[config.mk]
export PLATFORM = sky130hd
export DESIGN_NAME = systolic_feed_ctrl
export DESIGN_NICKNAME = d
export VERILOG_FILES = /design/src/rtl/systolic_feed_ctrl.sv
export SDC_FILE = /design/constraint.sdc
export NUM_CORES = 1
export LEC_CHECK = 0
export CELL_PAD_IN_SITES_DETAIL_PLACEMENT = 1
export CELL_PAD_IN_SITES_GLOBAL_PLACEMENT = 2
export CORE_ASPECT_RATIO = 0.9
export CORE_UTILIZATION = 35
export CTS_CLUSTER_DIAMETER = 40
export DETAILED_ROUTE_END_ITERATION = 8
export PLACE_DENSITY_LB_ADDON = 0.1
export SLEW_MARGIN = 40
export SYNTH_ARGS = -nofsm -noshare
export SYNTH_HDL_FRONTEND = slang
export SYNTH_SLANG_ARGS = --single-unit
[constraint.sdc]
create_clock -name clk -period 6.36 [get_ports clk]
set_clock_uncertainty 0.1 [all_clocks]
set_input_delay 1.272 -clock clk [delete_from_list [all_inputs] [get_ports clk]]
set_output_delay 1.272 -clock clk [all_outputs]
set_load 0.02 [all_outputs]
[src/rtl/systolic_feed_ctrl.sv]
// Tile sequencer for the skew-feed FIFO bank: clear, load N beats, drain the
// diagonal wavefront, then report done (or aborted) to the tile scheduler.
module systolic_feed_ctrl #(
    parameter int N         = 32,
    parameter int DRAIN_LEN = 2*N+2,
    parameter int TCNT_W    = 16
) (
    input  logic              clk,
    input  logic              rst,
    input  logic              start,
    input  logic              abort,
    input  logic              stall,
    output logic              fifo_clr,
    output logic              fifo_wrt,
    output logic              fifo_rd,
    output logic              out_valid,
    output logic [N-1:0]      lane_valid,
    output logic              busy,
    output logic              done,
    output logic              aborted,
    output logic [TCNT_W-1:0] tile_cnt
);

    localparam int LW = (N > 1) ? $clog2(N) : 1;
    localparam int DW = (DRAIN_LEN > 1) ? $clog2(DRAIN_LEN) : 1;
    localparam logic [LW-1:0] LOAD_LAST  = LW'(N - 1);
    localparam logic [DW-1:0] DRAIN_LAST = DW'(DRAIN_LEN - 1);

    typedef enum logic [2:0] {
        S_IDLE  = 3'd0,
        S_CLEAR = 3'd1,
        S_LOAD  = 3'd2,
        S_GAP   = 3'd3,
        S_DRAIN = 3'd4,
        S_DONE  = 3'd5,
        S_ABORT = 3'd6
    } state_t;

    state_t              state_q, state_d;
    logic [LW-1:0]       load_cnt_q, load_cnt_d;
    logic [DW-1:0]       drain_cnt_q, drain_cnt_d;
    logic                fifo_clr_q, fifo_clr_d;
    logic                fifo_wrt_q, fifo_wrt_d;
    logic                out_valid_q, out_valid_d;
    logic [N-1:0]        lane_valid_q, lane_valid_d;
    logic                busy_q, busy_d;
    logic                done_q, done_d;
    logic                aborted_q, aborted_d;
    logic [TCNT_W-1:0]   tile_cnt_q, tile_cnt_d;
    logic                rd_s;

    // Lane i holds real data on beats i..i+N-1 of the drained wavefront.
    function automatic logic [N-1:0] lane_mask(input logic [DW-1:0] beat);
        logic [N-1:0] m;
        m = '0;
        for (int i = 0; i < N; i++) begin
            m[i] = (int'(beat) >= i) && (int'(beat) <= i + N - 1);
        end
        return m;
    endfunction

    // Next-state, counters and the registered-output images of the next state.
    always_comb begin
        state_d     = state_q;
        load_cnt_d  = load_cnt_q;
        drain_cnt_d = drain_cnt_q;
        // Read strobe follows the array edge directly so a stall costs no beat.
        rd_s        = (state_q == S_DRAIN) && !stall;

        case (state_q)
            S_IDLE: begin
                if (start) begin
                    state_d = S_CLEAR;
                end else begin
                    state_d = S_IDLE;
                end
            end
            S_CLEAR: begin
                if (abort) begin
                    state_d = S_ABORT;
                end else begin
                    state_d    = S_LOAD;
                    load_cnt_d = '0;
                end
            end
            S_LOAD: begin
                if (abort) begin
                    state_d = S_ABORT;
                end else if (load_cnt_q == LOAD_LAST) begin
                    state_d    = S_GAP;
                    load_cnt_d = '0;
                end else begin
                    load_cnt_d = load_cnt_q + LW'(1);
                end
            end
            S_GAP: begin
                if (abort) begin
                    state_d = S_ABORT;
                end else begin
                    state_d     = S_DRAIN;
                    drain_cnt_d = '0;
                end
            end
            S_DRAIN: begin
                if (abort) begin
                    state_d = S_ABORT;
                end else if (rd_s) begin
                    if (drain_cnt_q == DRAIN_LAST) begin
                        state_d     = S_DONE;
                        drain_cnt_d = '0;
                    end else begin
                        drain_cnt_d = drain_cnt_q + DW'(1);
                    end
                end else begin
                    state_d = S_DRAIN;
                end
            end
            S_DONE: begin
                if (abort) begin
                    state_d = S_ABORT;
                end else begin
                    state_d = S_IDLE;
                end
            end
            S_ABORT: begin
                state_d = S_IDLE;
            end
            default: begin
                state_d = S_IDLE;
            end
        endcase

        if (state_d == S_ABORT) begin
            load_cnt_d  = '0;
            drain_cnt_d = '0;
        end else begin
            load_cnt_d  = load_cnt_d;
            drain_cnt_d = drain_cnt_d;
        end

        fifo_clr_d  = (state_d == S_CLEAR) || (state_d == S_ABORT);
        fifo_wrt_d  = (state_d == S_LOAD);
        busy_d      = (state_d != S_IDLE);
        done_d      = (state_d == S_DONE);
        aborted_d   = (state_d == S_ABORT);
        out_valid_d = rd_s && (state_d != S_ABORT);
        if (out_valid_d) begin
            lane_valid_d = lane_mask(drain_cnt_q);
        end else begin
            lane_valid_d = '0;
        end
        if (done_d) begin
            tile_cnt_d = tile_cnt_q + TCNT_W'(1);
        end else begin
            tile_cnt_d = tile_cnt_q;
        end
    end

    // State, counters and output registers.
    always_ff @(posedge clk or posedge rst) begin
        if (rst) begin
            state_q      <= S_IDLE;
            load_cnt_q   <= '0;
            drain_cnt_q  <= '0;
            fifo_clr_q   <= 1'b0;
            fifo_wrt_q   <= 1'b0;
            out_valid_q  <= 1'b0;
            lane_valid_q <= '0;
            busy_q       <= 1'b0;
            done_q       <= 1'b0;
            aborted_q    <= 1'b0;
            tile_cnt_q   <= '0;
        end else begin
            state_q      <= state_d;
            load_cnt_q   <= load_cnt_d;
            drain_cnt_q  <= drain_cnt_d;
            fifo_clr_q   <= fifo_clr_d;
            fifo_wrt_q   <= fifo_wrt_d;
            out_valid_q  <= out_valid_d;
            lane_valid_q <= lane_valid_d;
            busy_q       <= busy_d;
            done_q       <= done_d;
            aborted_q    <= aborted_d;
            tile_cnt_q   <= tile_cnt_d;
        end
    end

    assign fifo_clr   = fifo_clr_q;
    assign fifo_wrt   = fifo_wrt_q;
    assign fifo_rd    = rd_s;
    assign out_valid  = out_valid_q;
    assign lane_valid = lane_valid_q;
    assign busy       = busy_q;
    assign done       = done_q;
    assign aborted    = aborted_q;
    assign tile_cnt   = tile_cnt_q;

endmodule

==> flow_summary.json <==
{
  "run_status": "complete, no violations",
  "hold_violations": 0,
  "fin_hold_ws_ns": 0.372,
  "dr.pass1.iters": 4,
  "ys_types": 51,
  "period_needed_ns": 4.26,
  "grt_util_all_layers_pct": 19.5,
  "antenna_cells": 0,
  "synth_warnings": 0,
  "vdd_drop_max_uv": 174,
  "route.vias.total": 2883,
  "critical_path.most_common_cell": "clkdlybuf4s50_1",
  "port_buffers": 59,
  "cts_tree": "yes",
  "cp_max_fo": 4,
  "clkTransAtPathRegs_ns": 0.07,
  "grt_overflow": 0,
  "cts-root-buf": "clkbuf_8",
  "drc": 0,
  "path_class": "in -> out",
  "p_leak_nw": 1.79,
  "min_path_type": "reg -> reg",
  "dieArea_mm2": 0.0101,
  "grt_pass1_vias": 2838,
  "drive_gt1_share_pct": 7.67,
  "syn_inst": 354,
  "die_x_um": 106,
  "routed_wl_mm": 9.29,
  "max-slew-margin-rel_pct": 45.5,
  "cts_sinks": 69,
  "slowest_stage": "clkdlybuf4s50_1",
  "finalCritPeriodShare_pct": 67.0,
  "crit_path_cell_trace": "clkdlybuf4s50_1 -> or4b_4 -> inv_1 -> clkdlybuf4s50_1",
  "clk_latency_ns": 0.35,
  "stdcell_count": 526,
  "arrival_ns": 2.89,
  "rows": 33,
  "wl_per_cell_um": 17.7,
  "core_area_mm2": 0.00929,
  "powerDensity_mw_per_mm2": 275,
  "tns_ns": 0,
  "critPathMaxStageDelay_ns": 0.59,
  "drtIter0Drc": 122,
  "grt_start_max_net_pins": 70,
  "final_util_pct": 46.0,
  "synth.net_count": 365,
  "area_delta_synth_final_pct": 25.3,
  "place_hpwl_mm": 6.15,
  "layout_common_cells": "68 x dfrtp_1, 59 x clkdlybuf4s50_1, 36 x nor2_1",
  "hold_path_startpoint": "tile_cnt[15]",
  "holdBufCountCts": 0,
  "cts_resized": 0,
  "vias_per_cell": 5.48,
  "mostFrequentLayoutCell": "dfrtp_1",
  "nNetsFinal": 410,
  "dp_cells": 510,
  "syn_area_per_cell_um2": 9.64,
  "htreeDepth": 3,
  "io_pins": 60,
  "crit_required_ns": 4.99,
  "cts_buffers": 9,
  "maxCapViolations": 0,
  "p_total_w": 0.00117,
  "synth_edf_count": 0,
  "r2r_start": "drain_cnt_q[1]",
  "cp-end-kind": "output pin",
  "postSynth.asyncResetShare_pct": 100,
  "yosysSeqAreaShare_pct": 50.6,
  "ant_nets": 0,
  "worst_pin_slew_ns": 0.817,
  "start_kind": "input port",
  "antenna_found_initial": 0,
  "finalWeightedCongestion": 0.796,
  "max_freq_mhz": 235,
  "ys_seq_elements": 69,
  "slew_violations": 0,
  "syn_area_mm2": 0.00341,
  "synth-main-ff-cell": "dfrtp_1",
  "grt_pass1_wl_mm": 15.2,
  "rsz0062_at_grt": "false",
  "postCtsSetupRepairBufs": 0,
  "start_util_pct": 36.7,
  "die_h_um": 95.7,
  "max-clock-path-buffers": 2,
  "startpoint": "stall",
  "setup_viol": 0
}
sequential cells by signal, indices dropped and copies added (netlist names):
signal,cells
lane_valid,32
tile_cnt,16
drain_cnt_q,7
load_cnt_q,5
state_q,3
aborted,1
busy,1
done,1
fifo_clr,1
fifo_wrt,1
out_valid,1
critical path: cells and delay by family:
kind / cells / cell delay, ns
buf+inv: 3 / 1.08
simple gates: 1 / 0.53
stage by stage:
step | worst slack (ns) | area, um2
after floorplan | 3.05 | 3410
after global placement | 2.11 | 4040
after detailed placement | 2.10 | 4050
after CTS | 2.09 | 4270
after global routing | 2.05 | 4280
final | 2.10 | 4280
worst paths after layout:
kind	cells after the start	slack, ns	to
max reg2reg	7	3.45	tile_cnt[12]
min reg2reg	1	0.37	tile_cnt[15]
min in group asynchronous	3	1.29	lane_valid[14]
max	4	2.10	fifo_rd
max in group asynchronous	3	4.41	drain_cnt_q[5]
min	1	0.37	tile_cnt[15]
synthesized netlist by cell type (2+ instances only):
| cell type | count | area (um2) |
|---|---|---|
| a211oi_1 | 11 | 82.6 |
| a21o_1 | 2 | 15.0 |
| a21oi_1 | 23 | 115 |
| a221oi_1 | 8 | 70.1 |
| a22oi_1 | 2 | 15.0 |
| a311oi_1 | 6 | 52.6 |
| a31oi_1 | 4 | 25.0 |
| and2_1 | 3 | 18.8 |
| and3_1 | 10 | 62.6 |
| buf_2 | 4 | 20.0 |
| buf_6 | 3 | 33.8 |
| clkbuf_1 | 20 | 75.1 |
| dfrtp_1 | 69 | 1730 |
| ha_1 | 6 | 75.1 |
| inv_1 | 9 | 33.8 |
| nand2_1 | 25 | 93.8 |
| nand2b_1 | 8 | 50.1 |
| nand3_1 | 9 | 45.0 |
| nand3b_1 | 2 | 15.0 |
| nand4_1 | 2 | 12.5 |
| nand4b_1 | 2 | 17.5 |
| nor2_1 | 36 | 135 |
| nor2b_1 | 4 | 25.0 |
| nor3_1 | 10 | 50.1 |
| nor4_1 | 4 | 25.0 |
| o21a_1 | 3 | 22.5 |
| o21ai_0 | 24 | 120 |
| or2_2 | 3 | 18.8 |
| or3_1 | 5 | 31.3 |
| or3b_2 | 2 | 17.5 |
| xnor2_1 | 14 | 123 |
| xor2_1 | 2 | 17.5 |
logic make-up after synthesis:
family / synth area share [%]
flops: 50.6
fa+ha+maj: 2.20
simple gates: 20.7
buf+inv: 4.91
xor+xnor: 4.11
mux: 0.330
compound gates: 17.1
cell type report:
| type | count | area, um2 |
|---|---|---|
| clock buffer | 10 | 138 |
| clock inverter | 6 | 86.3 |
| fill | 1063 | 5010 |
| inverter | 9 | 33.8 |
| multi-input combinational | 248 | 1520 |
| sequential | 69 | 1730 |
| tap | 122 | 153 |
| timing repair buffer | 62 | 617 |
power by group:
| group | total (W) | switching, W | internal, W | leakage [nW] |
|---|---|---|---|---|
| clock | 0.000405 | 0.000174 | 0.000231 | 0.112 |
| sequential | 0.000517 | 0.0000482 | 0.000469 | 0.950 |
| combinational | 0.000252 | 0.000159 | 0.0000923 | 0.730 |
per-layer routing:
| metal | vias to the layer above | GRT usage [%] | wire length [um] |
|---|---|---|---|
| li1 | 1343 | - | - |
| met1 | 1458 | 27.5 | 4580 |
| met2 | 73 | 29.7 | 4220 |
| met3 | 9 | 3.76 | 389 |
| met4 | 0 | 7.29 | 104 |
| met5 | - | 0 | 0 |
No activity file was read; power rests on OpenSTA's default activity.
